==> src/rtl/move_sequencer_pkg.sv <==
// rtl/move_sequencer_pkg.sv - shared op/state codes and the move decode helper
// Contents: op_e command opcodes, state_e sequencer states, move_t wheel
// targets, CMD_W queued-command width, decode_cmd() op/degree -> move_t.
package move_sequencer_pkg;

  typedef enum logic [1:0] {
    OP_FWD   = 2'b00,
    OP_RIGHT = 2'b01,
    OP_LEFT  = 2'b10,
    OP_UTURN = 2'b11
  } op_e;

  typedef enum logic [2:0] {
    S_IDLE   = 3'd0,
    S_ARM    = 3'd1,
    S_RUN    = 3'd2,
    S_SETTLE = 3'd3,
    S_FAULT  = 3'd4
  } state_e;

  // Queued command layout: {op[1:0], deg[15:0]}
  localparam int CMD_W = 18;

  typedef struct packed {
    logic        dir_l;
    logic        dir_r;
    logic [15:0] deg_l;
    logic [15:0] deg_r;
  } move_t;

  // A U-turn is a right pivot of twice the requested rotation; the doubled
  // value is formed in 17 bits so overflow clamps instead of wrapping.
  function automatic move_t decode_cmd(input logic [1:0] op, input logic [15:0] deg);
    move_t       m;
    logic [16:0] dbl;
    dbl     = {1'b0, deg} + {1'b0, deg};
    m.dir_l = 1'b0;
    m.dir_r = 1'b0;
    m.deg_l = deg;
    m.deg_r = deg;
    case (op_e'(op))
      OP_RIGHT: m.dir_r = 1'b1;
      OP_LEFT:  m.dir_l = 1'b1;
      OP_UTURN: begin
        m.dir_r = 1'b1;
        m.deg_l = dbl[16] ? 16'hFFFF : dbl[15:0];
        m.deg_r = m.deg_l;
      end
      default: ;
    endcase
    return m;
  endfunction

endpackage

==> src/rtl/move_sequencer_cmd_fifo.sv <==
// rtl/move_sequencer_cmd_fifo.sv - synchronous command FIFO with flush
// Ports: WF_CLK clock; rst_n sync active-low reset; push/pop requests
// (ignored when full/empty); flush empties the queue; wdata in, rdata = head;
// full/empty status.
module move_sequencer_cmd_fifo #(
  parameter int DEPTH = 4,
  parameter int WIDTH = 18
) (
  input  logic             WF_CLK,
  input  logic             rst_n,
  input  logic             push,
  input  logic             pop,
  input  logic             flush,
  input  logic [WIDTH-1:0] wdata,
  output logic [WIDTH-1:0] rdata,
  output logic             full,
  output logic             empty
);

  localparam int AW = $clog2(DEPTH);

  logic [WIDTH-1:0] mem [DEPTH];
  logic [AW-1:0]    wptr;
  logic [AW-1:0]    rptr;
  logic [AW:0]      count;
  logic             do_push;
  logic             do_pop;

  assign full    = (count == (AW+1)'(DEPTH));
  assign empty   = (count == '0);
  assign do_push = push & ~full;
  assign do_pop  = pop & ~empty;
  assign rdata   = mem[rptr];

  // Pointers wrap naturally because DEPTH is a power of two.
  always_ff @(posedge WF_CLK) begin
    if (!rst_n || flush) begin
      wptr  <= '0;
      rptr  <= '0;
      count <= '0;
    end else begin
      if (do_push) wptr <= wptr + 1'b1;
      if (do_pop)  rptr <= rptr + 1'b1;
      count <= count + {{AW{1'b0}}, do_push} - {{AW{1'b0}}, do_pop};
    end
  end

  always_ff @(posedge WF_CLK) begin
    if (do_push && rst_n && !flush) mem[wptr] <= wdata;
  end

endmodule

==> src/rtl/move_sequencer.sv <==
// rtl/move_sequencer.sv - queues motion commands and replays them on the stepctl pair
// Ports: WF_CLK, rst_n (sync active-low); cmd_valid/cmd_ready/cmd_op/cmd_deg
// command push; abort level flush+stop; step_done from stepctl pair;
// stepctl_en start pulse; degreeL/R, motorL/R_dir held targets; driver_sel
// stepctl owns motors; busy; seq_done pulse when the queue drains; fault
// sticky timeout.
module move_sequencer
  import move_sequencer_pkg::*;
#(
  parameter int          DEPTH       = 4,
  parameter logic [15:0] SETTLE_CYC  = 16'd1600,
  parameter logic [31:0] TIMEOUT_CYC = 32'd48000000,
  parameter int          START_IGN   = 2
) (
  input  logic        WF_CLK,
  input  logic        rst_n,
  input  logic        cmd_valid,
  output logic        cmd_ready,
  input  logic [1:0]  cmd_op,
  input  logic [15:0] cmd_deg,
  input  logic        abort,
  input  logic        step_done,
  output logic        stepctl_en,
  output logic [15:0] degreeL,
  output logic [15:0] degreeR,
  output logic        motorL_dir,
  output logic        motorR_dir,
  output logic        driver_sel,
  output logic        busy,
  output logic        seq_done,
  output logic        fault
);

  localparam logic [31:0] SETTLE_LAST  = {16'd0, SETTLE_CYC} - 32'd1;
  localparam logic [31:0] TIMEOUT_LAST = TIMEOUT_CYC - 32'd1;
  localparam logic [31:0] IGN_CYC      = 32'(START_IGN);

  state_e           state;
  state_e           next_state;
  logic [31:0]      cnt;
  logic             ready_en;
  logic             seq_done_q;
  move_t            mv;
  logic             drive;
  logic             fifo_push;
  logic             fifo_pop;
  logic             fifo_flush;
  logic             fifo_full;
  logic             fifo_empty;
  logic [CMD_W-1:0] fifo_rdata;

  // ready_en keeps cmd_ready low while rst_n is held and for the reset edge.
  assign cmd_ready = ready_en & ~fifo_full & ~fault & ~abort;
  assign fifo_push = cmd_valid & cmd_ready;

  move_sequencer_cmd_fifo #(
    .DEPTH (DEPTH),
    .WIDTH (CMD_W)
  ) u_cmd_fifo (
    .WF_CLK (WF_CLK),
    .rst_n  (rst_n),
    .push   (fifo_push),
    .pop    (fifo_pop),
    .flush  (fifo_flush),
    .wdata  ({cmd_op, cmd_deg}),
    .rdata  (fifo_rdata),
    .full   (fifo_full),
    .empty  (fifo_empty)
  );

  always_ff @(posedge WF_CLK) begin
    if (!rst_n) state <= S_IDLE;
    else        state <= next_state;
  end

  always_comb begin
    next_state = state;
    case (state)
      S_IDLE:   if (!fifo_empty) next_state = S_ARM;
      S_ARM:    next_state = S_RUN;
      S_RUN: begin
        // step_done is stale for the first START_IGN cycles while stepctl
        // picks up the start pulse; a finished move wins over a timeout.
        if (step_done && (cnt >= IGN_CYC)) next_state = S_SETTLE;
        else if (cnt == TIMEOUT_LAST)      next_state = S_FAULT;
      end
      S_SETTLE: if (cnt == SETTLE_LAST) next_state = fifo_empty ? S_IDLE : S_ARM;
      S_FAULT:  next_state = S_FAULT;
      default:  next_state = S_IDLE;
    endcase
    if (abort) next_state = S_IDLE;
  end

  // The head is popped on the same edge that enters ARM.
  assign fifo_pop   = (next_state == S_ARM);
  assign fifo_flush = abort | (next_state == S_FAULT);

  always_ff @(posedge WF_CLK) begin
    if (!rst_n) begin
      cnt        <= '0;
      ready_en   <= 1'b0;
      seq_done_q <= 1'b0;
      mv         <= '0;
    end else begin
      ready_en   <= 1'b1;
      seq_done_q <= (state == S_SETTLE) && (next_state == S_IDLE) && !abort;
      if (((state == S_RUN) || (state == S_SETTLE)) && (next_state == state))
        cnt <= cnt + 32'd1;
      else
        cnt <= '0;
      if (abort)         mv <= '0;
      else if (fifo_pop) mv <= decode_cmd(fifo_rdata[17:16], fifo_rdata[15:0]);
    end
  end

  assign drive      = (state == S_ARM) || (state == S_RUN) || (state == S_SETTLE);
  // abort gates the motor handoff combinationally, ahead of the state change.
  assign stepctl_en = (state == S_ARM) & ~abort;
  assign driver_sel = drive & ~abort;
  assign degreeL    = drive ? mv.deg_l : 16'd0;
  assign degreeR    = drive ? mv.deg_r : 16'd0;
  assign motorL_dir = drive & mv.dir_l;
  assign motorR_dir = drive & mv.dir_r;
  assign busy       = (state != S_IDLE) | ~fifo_empty;
  assign seq_done   = seq_done_q;
  assign fault      = (state == S_FAULT);

endmodule

==> config.mk <==
export PLATFORM = sky130hd
export DESIGN_NAME = move_sequencer
export DESIGN_NICKNAME = d
export VERILOG_FILES = /design/src/rtl/move_sequencer_pkg.sv /design/src/rtl/move_sequencer_cmd_fifo.sv /design/src/rtl/move_sequencer.sv
export SDC_FILE = /design/constraint.sdc
export NUM_CORES = 1
export LEC_CHECK = 0
export ABC_AREA = 1
export ABC_CLOCK_PERIOD_IN_PS = 2800
export CAP_MARGIN = 10
export CORE_UTILIZATION = 28
export DETAILED_ROUTE_END_ITERATION = 6
export PLACE_DENSITY_LB_ADDON = 0.1
export SYNTH_ARGS = -nofsm -noshare
export SYNTH_HDL_FRONTEND = slang
export SYNTH_SLANG_ARGS = --single-unit
==> constraint.sdc <==
create_clock -name WF_CLK -period 2.8 [get_ports WF_CLK]
set_input_delay 0.84 -clock WF_CLK [delete_from_list [all_inputs] [get_ports WF_CLK]]
set_output_delay 0.84 -clock WF_CLK [all_outputs]
set_load 0.005 [all_outputs]
==> flow_metrics.py <==
metrics = {
    "sta": {
        "finalCriticalPeriod_ns": 2.688,
        "setup_viol": 0,
        "fin_crit_sh_pct": 95.99,
        "slew_viol_final": 0,
        "slew_headroom_pct": 67.98,
        "rsz0062_at_grt": "yes",
        "tightest_slew_ns": 0.4759,
        "clock_skew_ns": 0.01299,
        "fmax_mhz": 372.1,
        "finalHoldViolations": 0,
    },
    "global_route": {
        "grt_first_pass_wirelength_mm": 27.34,
        "use_met1_pct": 20.84,
        "gr-usage-met3_pct": 3.683,
        "grtUsageMet2_pct": 22.81,
        "overflow": 0,
        "grt_pass1_vias": 4959,
        "track_usage_pct": 14.98,
        "antenna_found_initial": 0,
        "busiest_layer": "met2",
        "grt_max_degree": 38,
    },
    "power": {
        "seqPwrFrac_pct": 47.9,
        "switching_share_pct": 24.08,
        "total_power_uw": 4413,
        "p_int_uw": 3351,
        "ir_drop_mv": 0.3379,
        "power_frac_clock_pct": 47.8,
        "powerDensity_mw_per_mm2": 516.2,
        "power_frac_comb_pct": 4.3,
        "p_leak_uw": 0.003306,
        "p_switching_uw": 1063,
    },
    "placement": {
        "port_buffers": 62,
        "dpl.hpwl_mm": 12.40,
        "dp_cells": 1203,
        "dpl_cell_area_mm2": 0.007895,
        "globalplace.congestion": 0.8041,
    },
    "layout": {
        "final_cell_count_no_fill": 1236,
        "final_nets": 936,
        "diodes": 0,
        "postLayoutCellArea_mm2": 0.008549,
        "drive_above_1_share_pct": 16.14,
        "final_cell_mix": "nand2_1, nor2_1, inv_1, edfxtp_1, dfxtp_1",
        "final_common_cell": "nand2_1",
        "final_core_util_pct": 36.53,
        "syn_to_final_growth_pct": 28.01,
    },
    "yosys": {
        "syn_area_per_cell_um2": 8.246,
        "synthArstFlopShare_pct": 0,
        "ys_types": 38,
        "yosys_warnings": 0,
        "synthFlopType": "edfxtp_1",
        "synth.yosys.seq_area_share_pct": 51.55,
        "synth_top_area_cell": "edfxtp_1",
        "synth.cell_area_mm2": 0.006679,
        "yosysTopAreaCellShare_pct": 32.37,
        "ys_ff_latch": 136,
        "synthTopCellsByArea": "edfxtp_1, dfxtp_1, nand2_1, nor2_1, inv_1",
        "syn-num-nets": 842,
        "synthCells": 810,
        "synth_edf_count": 72,
    },
    "critical_path": {
        "crit_slowest_cell": "clkdlybuf4s50_1",
        "cp_cell_sequence": "nor2_1, inv_2, nand2_2, buf_8, nor2_1, clkdlybuf4s50_1",
        "crit_type": "register to output port",
        "crit_fanout": 18,
        "r2r_slack_ns": 0.15,
        "critPathMaxStageDelay_ns": 0.52,
        "worst-endpoint-arrival_ns": 1.85,
        "crit_required_ns": 1.96,
        "start_kind": "register",
        "endpoint_kind": "output port",
        "worst_path_most_repeated_cell": "nor2_1",
    },
    "clocking": {
        "clk_pin_slew_ns": 0.06,
        "cts_max_level": 4,
        "clock_path_buffers": 2,
        "cts_hold_buf": 0,
        "cts_buffers": 17,
        "cts-root-buf": "clkbuf_16",
        "clkLatencyLatePin_ns": 0.43,
        "cts_tree": "done",
        "numClockSinks": 136,
    },
    "die": {
        "dieArea_mm2": 0.02448,
        "pin_count": 63,
        "core_mm2": 0.02340,
        "fp.dieW_um": 156.4,
        "rows": 56,
        "fp.dieH_um": 156.4,
        "start_util_pct": 28.54,
    },
    "detailed_routing": {
        "routed_via_density": 4.256,
        "route.detailed.drc": 0,
        "drt-initial-drc-count": 315,
        "first_pass_iters": 7,
        "drt_wl_total_mm": 17.16,
        "vias": 5261,
        "wl_per_cell_um": 13.88,
        "drtAntennaViolNets": 0,
    },
    "min_path": {
        "worstHoldPathType": "register to register",
    },
    "outcome": {
        "status": "finished clean",
    },
    "flow_run": {
        "max-cap-violations": 0,
    },
}
-- logic make-up after synthesis --
kind of cell               synth area share [%]
DFF                                       51.55
AOI/OAI and AO/OA                         5.545
and+or+nand+nor                           27.29
buffers and inverters                     9.610
xor gates and xnor gates                  4.196
adders and majority gates                 1.798
-- stage by stage --
| step | setup TNS (ns) | hold WS [ns] | worst slack, ns |
|---|---|---|---|
| floorplan | -9.943 | 0.4223 | -0.1362 |
| global placement | -18.09 | 0.4958 | -0.3654 |
| detailed placement | -15.62 | 0.5002 | -0.3409 |
| CTS | 0 | 0.5069 | 0.01043 |
| global route | -0.04558 | 0.5352 | -0.04558 |
| finish | 0 | 0.5026 | 0.1123 |
-- layer usage --
metal | vias up | share of wire (%) | wire (um)
met3 | 15 | 3.0 | 518
met5 | - | 0 | 0
met1 | 2396 | 52 | 8944
li1 | 2763 | - | -
met4 | 0 | 1.1 | 189
met2 | 87 | 44 | 7509
-- critical path, delay by kind of cell, from the launching register on --
kind | cells | cell delay [ns]
buf+inv | 3 | 0.76
simple gates | 3 | 0.29
flops | 1 | 0.36
-- cells in the mapped netlist (2+ instances only) --
cell,number
inv_1,95
buf_4,16
nand2_1,194
xnor2_1,4
nor2_1,152
nand3_1,33
nor2_4,3
a32o_1,11
buf_2,9
nand2_2,4
xor2_1,28
clkbuf_1,10
edfxtp_1,72
dfxtp_1,64
a21oi_1,30
o22a_1,2
nor4_1,4
nand3_2,3
inv_2,2
nor3_1,19
nand4_1,12
o21ai_0,11
buf_6,6
nor2_2,5
ha_1,8
-- cell type report --
| type | count | area (um2) |
|---|---|---|
| fillers | 2466 | 14850 |
| flip-flops and latches | 136 | 3447 |
| multi-input cells | 534 | 2685 |
| repair buffers | 117 | 1092 |
| clock buffers | 17 | 425.4 |
| well taps | 319 | 399.1 |
| inverters | 98 | 367.9 |
| clock inverters | 15 | 132.6 |
-- state kept, by name, summed over array words and instances (netlist names), named ones only --
register	count
state	3
ready_en	1
u_cmd_fifo.count	3
u_cmd_fifo.mem	72
u_cmd_fifo.rptr	2
seq_done	1
u_cmd_fifo.wptr	2
mv	18
cnt	32
-- power groups by stage --
stage          Clock (uW)  Combinational [uW]  Sequential [uW]
5_1_grt              2260                 213             2110
6_report             2110                 188             2110
3_3_place_gp            0                 186             2160
2_1_floorplan           0                95.2             2160
4_1_cts              2170                 188             2110
3_5_place_dp            0                 186             2160
-- path summary, 6_finish.rpt --
check                     startpoint                   to  cells after the start
setup / recovery            state[0]           degreeL[1]                      6
hold / removal    u_cmd_fifo.wptr[1]   u_cmd_fifo.wptr[1]                      2
setup reg to reg              cnt[0]  u_cmd_fifo.count[2]                     18
hold reg to reg   u_cmd_fifo.wptr[1]   u_cmd_fifo.wptr[1]                      2
-- timing repair --
| item | CTS | global route |
|---|---|---|
| cloned | 0 | 0 |
| setup buffers | 1 | 0 |
| endpoints found under the setup margin | 36 | 37 |
| pin swaps | 1 | 9 |
| gates resized for setup | 12 | 30 |
(Power assumes the default switching activity.)
